===== src/rtl/perf_monitor.sv =====
// perf_monitor -- run-length performance counter block.
//
// Counts cycles, retired instructions and (optionally) stalled non-retiring
// cycles between leaving IDLE and reaching HALTED. HALTED is entered when the
// halt encoding retires or when IDLE_LIMIT consecutive RUN cycles pass with
// no retire (the idle watchdog).
//
// Optional feature macro: PERF_STALL_CNT_EN
//   defined   -> stall_cycles counts stalled, non-retiring RUN cycles
//   undefined -> no stall counter; stall_cycles is tied to zero
//
// Ports:
//   clk           in   sole clock, rising edge
//   reset         in   asynchronous active-high reset
//   retire_valid  in   one instruction retires this cycle
//   retire_instr  in   [31:0] encoding of the retiring instruction
//   stall         in   pipeline stalled this cycle
//   clear         in   synchronous restart of measurement (beats everything)
//   cycles        out  [CNT_W-1:0] cycles spent in RUN
//   instret       out  [CNT_W-1:0] instructions retired in RUN
//   stall_cycles  out  [CNT_W-1:0] stalled non-retiring RUN cycles
//   running       out  high while in RUN
//   halted        out  high while in HALTED
//   timeout       out  HALTED was entered through the idle watchdog
//   done          out  one-cycle pulse after the edge that enters HALTED
`timescale 1ns/1ps

module perf_monitor #(
  parameter int          CNT_W      = 32,
  parameter logic [31:0] HALT_INSTR = 32'h00100073,
  parameter int          IDLE_LIMIT = 64
) (
  input  logic             clk,
  input  logic             reset,
  input  logic             retire_valid,
  input  logic [31:0]      retire_instr,
  input  logic             stall,
  input  logic             clear,
  output logic [CNT_W-1:0] cycles,
  output logic [CNT_W-1:0] instret,
  output logic [CNT_W-1:0] stall_cycles,
  output logic             running,
  output logic             halted,
  output logic             timeout,
  output logic             done
);

  // Wide enough to hold IDLE_LIMIT itself, so the compare below is exact.
  localparam int IDLE_W = $clog2(IDLE_LIMIT + 1);

  typedef enum logic [1:0] {
    S_IDLE   = 2'd0,
    S_RUN    = 2'd1,
    S_HALTED = 2'd2
  } state_t;

  state_t            r_state;
  state_t            w_state_next;
  logic [CNT_W-1:0]  r_cycles;
  logic [CNT_W-1:0]  r_instret;
  logic [IDLE_W-1:0] r_idle_cnt;
  logic [IDLE_W-1:0] w_idle_inc;
  logic              r_timeout;
  logic              r_done;
  logic              w_halt_retire;
  logic              w_idle_hit;

  // Saturating increment: all-ones is sticky rather than wrapping to zero.
  function automatic logic [CNT_W-1:0] sat_inc(input logic [CNT_W-1:0] v);
    return (&v) ? v : v + CNT_W'(1);
  endfunction

  assign w_halt_retire = retire_valid && (retire_instr == HALT_INSTR);
  assign w_idle_inc    = r_idle_cnt + IDLE_W'(1);
  // The watchdog fires on the non-retiring edge that would bring the idle
  // count up to the limit, so the halt lands after exactly IDLE_LIMIT edges.
  assign w_idle_hit    = !retire_valid && (w_idle_inc == IDLE_W'(IDLE_LIMIT));

  // ---------------- FSM: state register ----------------
  always_ff @(posedge clk or posedge reset) begin
    if (reset) begin
      r_state <= S_IDLE;
    end else begin
      r_state <= w_state_next;
    end
  end

  // ---------------- FSM: next-state logic ----------------
  always_comb begin
    w_state_next = r_state;
    if (clear) begin
      w_state_next = S_IDLE;
    end else begin
      case (r_state)
        S_IDLE:   w_state_next = S_RUN;
        S_RUN:    if (w_halt_retire || w_idle_hit) w_state_next = S_HALTED;
        S_HALTED: w_state_next = S_HALTED;
        default:  w_state_next = S_IDLE;
      endcase
    end
  end

  // ---------------- FSM: outputs (decoded from the state register) ----------------
  always_comb begin
    running = 1'b0;
    halted  = 1'b0;
    case (r_state)
      S_RUN:    running = 1'b1;
      S_HALTED: halted  = 1'b1;
      default:  ;
    endcase
  end

  // ---------------- counters and status flags ----------------
  always_ff @(posedge clk or posedge reset) begin
    if (reset) begin
      r_cycles   <= '0;
      r_instret  <= '0;
      r_idle_cnt <= '0;
      r_timeout  <= 1'b0;
      r_done     <= 1'b0;
    end else if (clear) begin
      r_cycles   <= '0;
      r_instret  <= '0;
      r_idle_cnt <= '0;
      r_timeout  <= 1'b0;
      r_done     <= 1'b0;
    end else begin
      r_done <= (r_state == S_RUN) && (w_state_next == S_HALTED);
      if (r_state == S_RUN) begin
        r_cycles <= sat_inc(r_cycles);
        if (retire_valid) begin
          r_instret  <= sat_inc(r_instret);
          r_idle_cnt <= '0;
        end else begin
          r_idle_cnt <= w_idle_inc;
        end
        // A halt retire on the same edge always wins over the watchdog.
        if (w_idle_hit && !w_halt_retire) begin
          r_timeout <= 1'b1;
        end
      end
    end
  end

`ifdef PERF_STALL_CNT_EN
  logic [CNT_W-1:0] r_stall_cycles;

  // Only stalls that also fail to retire are charged as lost cycles.
  always_ff @(posedge clk or posedge reset) begin
    if (reset) begin
      r_stall_cycles <= '0;
    end else if (clear) begin
      r_stall_cycles <= '0;
    end else if ((r_state == S_RUN) && stall && !retire_valid) begin
      r_stall_cycles <= sat_inc(r_stall_cycles);
    end
  end

  assign stall_cycles = r_stall_cycles;
`else
  logic w_unused_stall;

  assign w_unused_stall = stall;
  assign stall_cycles   = '0;
`endif

  assign cycles  = r_cycles;
  assign instret = r_instret;
  assign timeout = r_timeout;
  assign done    = r_done;

endmodule


===== config.mk =====
export PLATFORM = sky130hd
export DESIGN_NAME = perf_monitor
export DESIGN_NICKNAME = d
export VERILOG_FILES = /design/src/rtl/perf_monitor.sv
export SDC_FILE = /design/constraint.sdc
export NUM_CORES = 1
export LEC_CHECK = 0
export CAP_MARGIN = 20
export CORE_UTILIZATION = 40
export DETAILED_ROUTE_END_ITERATION = 16
export PLACE_DENSITY = 0.69
export SYNTH_ARGS = -nofsm -noshare
export SYNTH_HDL_FRONTEND = slang
export SYNTH_SLANG_ARGS = --single-unit

===== constraint.sdc =====
create_clock -name clk -period 3.03 [get_ports clk]
set_clock_uncertainty 0.1 [all_clocks]
set_input_delay 0.606 -clock clk [delete_from_list [all_inputs] [get_ports clk]]
set_output_delay 0.606 -clock clk [all_outputs]
set_load 0.01 [all_outputs]

==> Yosys cells after proc, flatten, opt, wreduce, memory -nomap -nowiden <==
Index checks and enable logic that the tools add are counted.
{ "op_classes": {"reduce_logical": 16, "n_eq_ne": 7, "n_mux": 19, "add_sub_neg": 3} }
{ "op_table": {"columns": ["op", "n"], "rows": [
  ["two-way mux 32 bit", 7],
  ["adder 32 x 1 -> 32 bit, second input constant", 2],
  ["AND reduction 32 bit", 2],
  ["== test 32 x 21 -> 1 bit, second input constant", 1],
  ["two-way mux 7 bit", 3],
  ["adder 7 x 1 -> 7 bit, second input constant", 1],
  ["== test 7 bit, second input constant", 1],
  ["two-way mux 1 bit", 6],
  ["case mux 2 bit (3 select lines)", 1],
  ["nonzero test 2 bit", 3],
  ["== test 2 bit, second input constant", 2],
  ["logical AND 1 bit", 4],
  ["two-way mux 2 bit", 2],
  ["!= test 2 bit, second input constant", 2],
  ["AND reduction 2 bit", 2],
  ["AND reduction 3 bit", 1],
  ["== test 2 x 1 -> 1 bit, second input constant", 1],
  ["zero test 1 bit", 2],
  ["zero test 2 bit", 1],
  ["logical OR 1 bit", 1]
]} }
{ "totals": {"register_bits": 75, "word_cells": 51, "in_bits": 37} }

==> Logic depth before layout (Yosys ltp) <==
{ "depth": {"depth_word": 10, "mapped_depth": 8, "mapped_depth_nobuf": 6} }

==> Least setup slack after synthesis <==
Ideal clock, no wire load.
{ "synth_timing": {"path_type": "register to register", "from": "register r_cycles[25], in the netlist cycles[25]", "to": "register r_cycles[20], in the netlist cycles[20]", "period_less_slack_ps": 2099, "required_time_ps": 2805, "t_arrival_ps": 1874, "path_stages_with_launch": 7, "slack_ps": 931, "cell_sequence": "dfrtp_1 > nand4_2 > or4_4 > nor3_4 > buf_6 > nor4b_2 > mux2_4"} }
{ "synth_via": {"elab_chain_cells": 3} }
{ "synth_rtl": {"columns": ["item", "line_no", "rtl"], "rows": [
  ["from (decl)", "59", "logic [CNT_W-1:0] r_cycles;"],
  ["from (signal assigned)", "131", "r_cycles <= sat_inc(r_cycles);"],
  ["AND reduction 32 bit", "70", "return (&v) ? v : v + CNT_W'(1);"],
  ["!= test 2 bit (no line)", null, null],
  ["AND reduction 2 bit (no line)", null, null]
]} }
Every way passes these cells.
A chain may end at the register's enable or synchronous reset.

==> Final worst setup path <==
{ "layout_timing": {"from": "register r_state[1]", "to": "output port running"} }
{ "layout_via": {"elab_chain_cells": 2} }
{ "layout_rtl": {"columns": ["item", "line_no", "rtl"], "rows": [
  ["from (decl)", "57", "state_t r_state;"],
  ["from (signal assigned)", "84", "r_state <= w_state_next;"],
  ["== test 2 x 1 -> 1 bit", "107", "case (r_state)"],
  ["two-way mux 1 bit", "107", null],
  ["to (decl)", "42", "output logic running,"]
]} }
Every way passes these cells.

==> parameters.txt <==
Parameter                              Value

Die
  Initial standard-cell utilization of the core ... 0.4088
  Width of the die ... 109.8 um
  Core area ... 11370 um2
  I/O pin count ... 137
  Number of cell rows ... 39
  Die height ... 109.8 um
  Area of the die ... 12060 um2

Route
  Iter 0 DRT Violations ... 200
  Number of detailed-routing iterations run before antenna repair ... 5
  Post-Route WL ... 12.23 mm
  Detailed-route wire length per cell ... ~16 um
  Antenna Violating Nets Remaining ... 0
  Residual DRC count ... 0
  Total via count after detailed routing ... 4426
  Post-DR vias/cell ... 5.711

Yosys
  Synthesized cell area ... approximately 4600 um2
  Adder-Cell Fraction of Synth Area ... 0.008075
  Warning count from the yosys run ... 0
  Ranking of synthesized cells by area ... sky130_fd_sc_hd__dfrtp_1 (40%), sky130_fd_sc_hd__buf_4 (5.3%), sky130_fd_sc_hd__a21oi_1 (5.2%), sky130_fd_sc_hd__or3_1 (4.0%), sky130_fd_sc_hd__o21ai_0 (3.7%)
  Compound-gate portion of the synthesized area ... 0.1583
  Dominant synthesized flop cell ... sky130_fd_sc_hd__dfrtp_1
  Synth cell count leaders ... sky130_fd_sc_hd__dfrtp_1 (75), sky130_fd_sc_hd__a21oi_1 (48), sky130_fd_sc_hd__o21ai_0 (34)
  Asr flop ratio synth ... 1.000
  Post-synthesis share of cell area spent on and, or, nand and nor gates ... 0.3020
  Most common cell in the netlist ... sky130_fd_sc_hd__dfrtp_1
  Number of enable-type register cells in the synthesized netlist ... 0
  Sequential share of the synthesized area ... 0.4038
  Main combinational cell family by area after synthesis ... simple AND/OR/NAND/NOR gates
  Post-Synth XOR/XNOR Area ... 0.01319
  Yosys reg bits ... 75
  Post-synthesis mux area share ... 0.02961
  Post-synth cell types ... 64
  Leading area contributor after synthesis ... sky130_fd_sc_hd__dfrtp_1
  Post-synthesis instance total ... roughly 520
  Area share of the largest cell type after synthesis ... 0.4038
  Synth Area per Inst ... 8.922 um2

STA
  Tmin final ... ~2.6 ns
  Final number of hold-violating endpoints ... 0
  # setup viols final ... 0
  Worst-margin pin slew ... between 0.5 and 0.6 ns
  Count of final max-slew check failures ... 0
  Fmax ... between 0.3 and 0.4 GHz
  Worst slew margin relative to its limit ... 0.6488
  Summed negative setup slack over all endpoints ... 0 ns
  RSZ-0062 raised after global routing ... false
  Part of the cycle the worst path needs ... 0.8635

Worst hold path
  Worst Hold Launch ... timeout
  Endpoint with the worst hold slack ... timeout
  Class of the worst hold path ... flip-flop to flip-flop
  Hold Path Stages ... 2

Power and ir drop
  Leakage power summed over all cells ... about 2.4 nW
  Final Power ... 0.002154 W
  PD cells ... 357.7 nW/um2
  Maximum resistive drop on vdd ... 0.2613 mV

Worst setup path
  Critical register-to-register path startpoint ... cycles[4]
  Data required, critical path ... 2.32 ns
  Cells on worst reg2reg path ... 5
  Crit path DAT ... 1.91 ns
  Kind of end point of the critical path ... output pin
  Worst-case register-to-register setup slack ... about 0.6 ns
  Worst setup path category ... flip-flop to output pin
  Category of the worst setup path launch point ... flip-flop
  Highest fanout seen on the critical path ... 16
  Crit Reg-Reg Endpoint ... cycles[31]

Placement
  Final estimated routing congestion in global placement ... 0.7939
  Detailed-placement wirelength estimate ... between 8 and 9 mm
  Port buffer count ... 103

CTS
  CTS H-tree lvls ... 3
  Count of cells resized by post-cts repair ... 0
  Clock tree root driver cell ... sky130_fd_sc_hd__clkbuf_16
  Maximum clock insertion buffer count ... 2
  Clock insertion delay at the later pin of the skew report ... 0.34 ns
  Post-CTS setup-driven buffer insertion count ... 0
  TritonCTS buffer count ... 9
  Clock edge transition at the registers on the reported setup and hold paths ... 0.05 ns
  Number of sinks on the clock net ... 75
  CTS tree ... yes
  Post-cts hold buffer count ... 0

Global routing
  Vias in the first global route ... between 4000 and 5000
  Global-route wire length before repair ... 20.36 mm
  Global-route total usage across every layer ... 0.2165
  Total congestion overflow ... 0
  Number of antenna violations at the first check in global routing ... 0
  Maximum number of pins on one net before global-route repair ... 29

Finish
  Diode insertion count for antenna repair ... 0
  Synth-to-layout area growth ... 29.58%
  Fraction of final layout cells with drive strength greater than 1 ... 0.09177
  Number of fill cells in the layout ... roughly 1100
  Number of nets in the final layout ... 668

Job
  Maximum capacitance violations ... 0

Outcome
  Outcome ... finished clean
## per-layer routing
metal	vias up	GRT usage	part of all wire
li1	2113	-	-
met1	2175	0.2858	0.46
met2	122	0.3487	0.48
met3	16	0.04683	0.043
met4	0	0.07714	0.014
met5	-	0	0
## placed cells by master (no fill, tap or decap), types with 17 or more instances in the layout
| cell | count |
|---|---|
| sky130_fd_sc_hd__a21oi_1 | 48 |
| sky130_fd_sc_hd__conb_1 | 32 |
| sky130_fd_sc_hd__nand3_1 | 26 |
| sky130_fd_sc_hd__nand4_1 | 23 |
| sky130_fd_sc_hd__o31ai_1 | 17 |
| sky130_fd_sc_hd__o21ai_0 | 34 |
| sky130_fd_sc_hd__nor2_1 | 32 |
| sky130_fd_sc_hd__or3_1 | 30 |
| sky130_fd_sc_hd__clkdlybuf4s50_1 | 102 |
| sky130_fd_sc_hd__nand2_1 | 30 |
| sky130_fd_sc_hd__dfrtp_1 | 75 |
## kinds of logic after synthesis
group	count (synthesis)
and+or+nand+nor	232
AOI/OAI and AO/OA	125
DFF	75
buffers and inverters	66
muxes	12
xor gates and xnor gates	7
adders and majority gates	3
other	1
## how the worst max path moves through the flow
stage                 start          end  slack (ns)  cells after the start
6_report         r_state[1]      running        0.41                      4
2_1_floorplan         reset    cycles[0]        0.41                      1
3_5_place_dp          clear  instret[22]        0.28                      6
5_1_grt          r_state[1]      running        0.27                      4
3_3_place_gp   retire_valid  instret[22]        0.38                      7
4_1_cts         instret[12]  instret[22]        0.38                      5
## final cells by class
class                           count  area [um2]  share of cell area
Multi-Input combinational cell    411        2496              0.4144
Sequential cell                    75        1877              0.3116
Tap cell                          143       178.9             0.02971
Clock buffer                       11       242.7             0.04030
Clock inverter                      4       27.53            0.004570
Timing Repair Buffer              119        1156              0.1919
Inverter                           12       45.04            0.007478
## report_power, final
group | switching [W] | internal (W)
combinational | 0.0000898 | 0.0000672
sequential | 0.00000703 | 0.00101
clock | 0.000413 | 0.000570
total | 0.000509 | 0.00164
## critical path, stage by stage, from the launching register on
cell,delay [ns]
sky130_fd_sc_hd__dfrtp_1,0.37
sky130_fd_sc_hd__nand2b_1,0.11
sky130_fd_sc_hd__buf_4,0.21
sky130_fd_sc_hd__clkinv_1,0.31
sky130_fd_sc_hd__clkdlybuf4s50_1,0.58
## per-stage QoR
stage	std cells	hold slack [ns]	instance area, um2	worst slack (ns)	utilization
after floorplan	552	0.3593	4765	0.4140	-
final	775	0.3934	6023	0.4136	0.5298
after CTS	774	0.3997	6018	0.3815	0.5293
after global routing	775	0.4382	6023	0.2744	0.5298
after detailed placement	759	0.3876	5748	0.2810	0.5056
after global placement	759	0.3739	5748	0.3801	0.5056
## state kept, by name (all words and copies together), names as in the netlist
| signal | flops |
|---|---|
| done | 1 |
| r_idle_cnt | 7 |
| instret | 32 |
| cycles | 32 |
| r_state | 2 |
| timeout | 1 |
No activity file was read; power rests on OpenSTA's default activity.
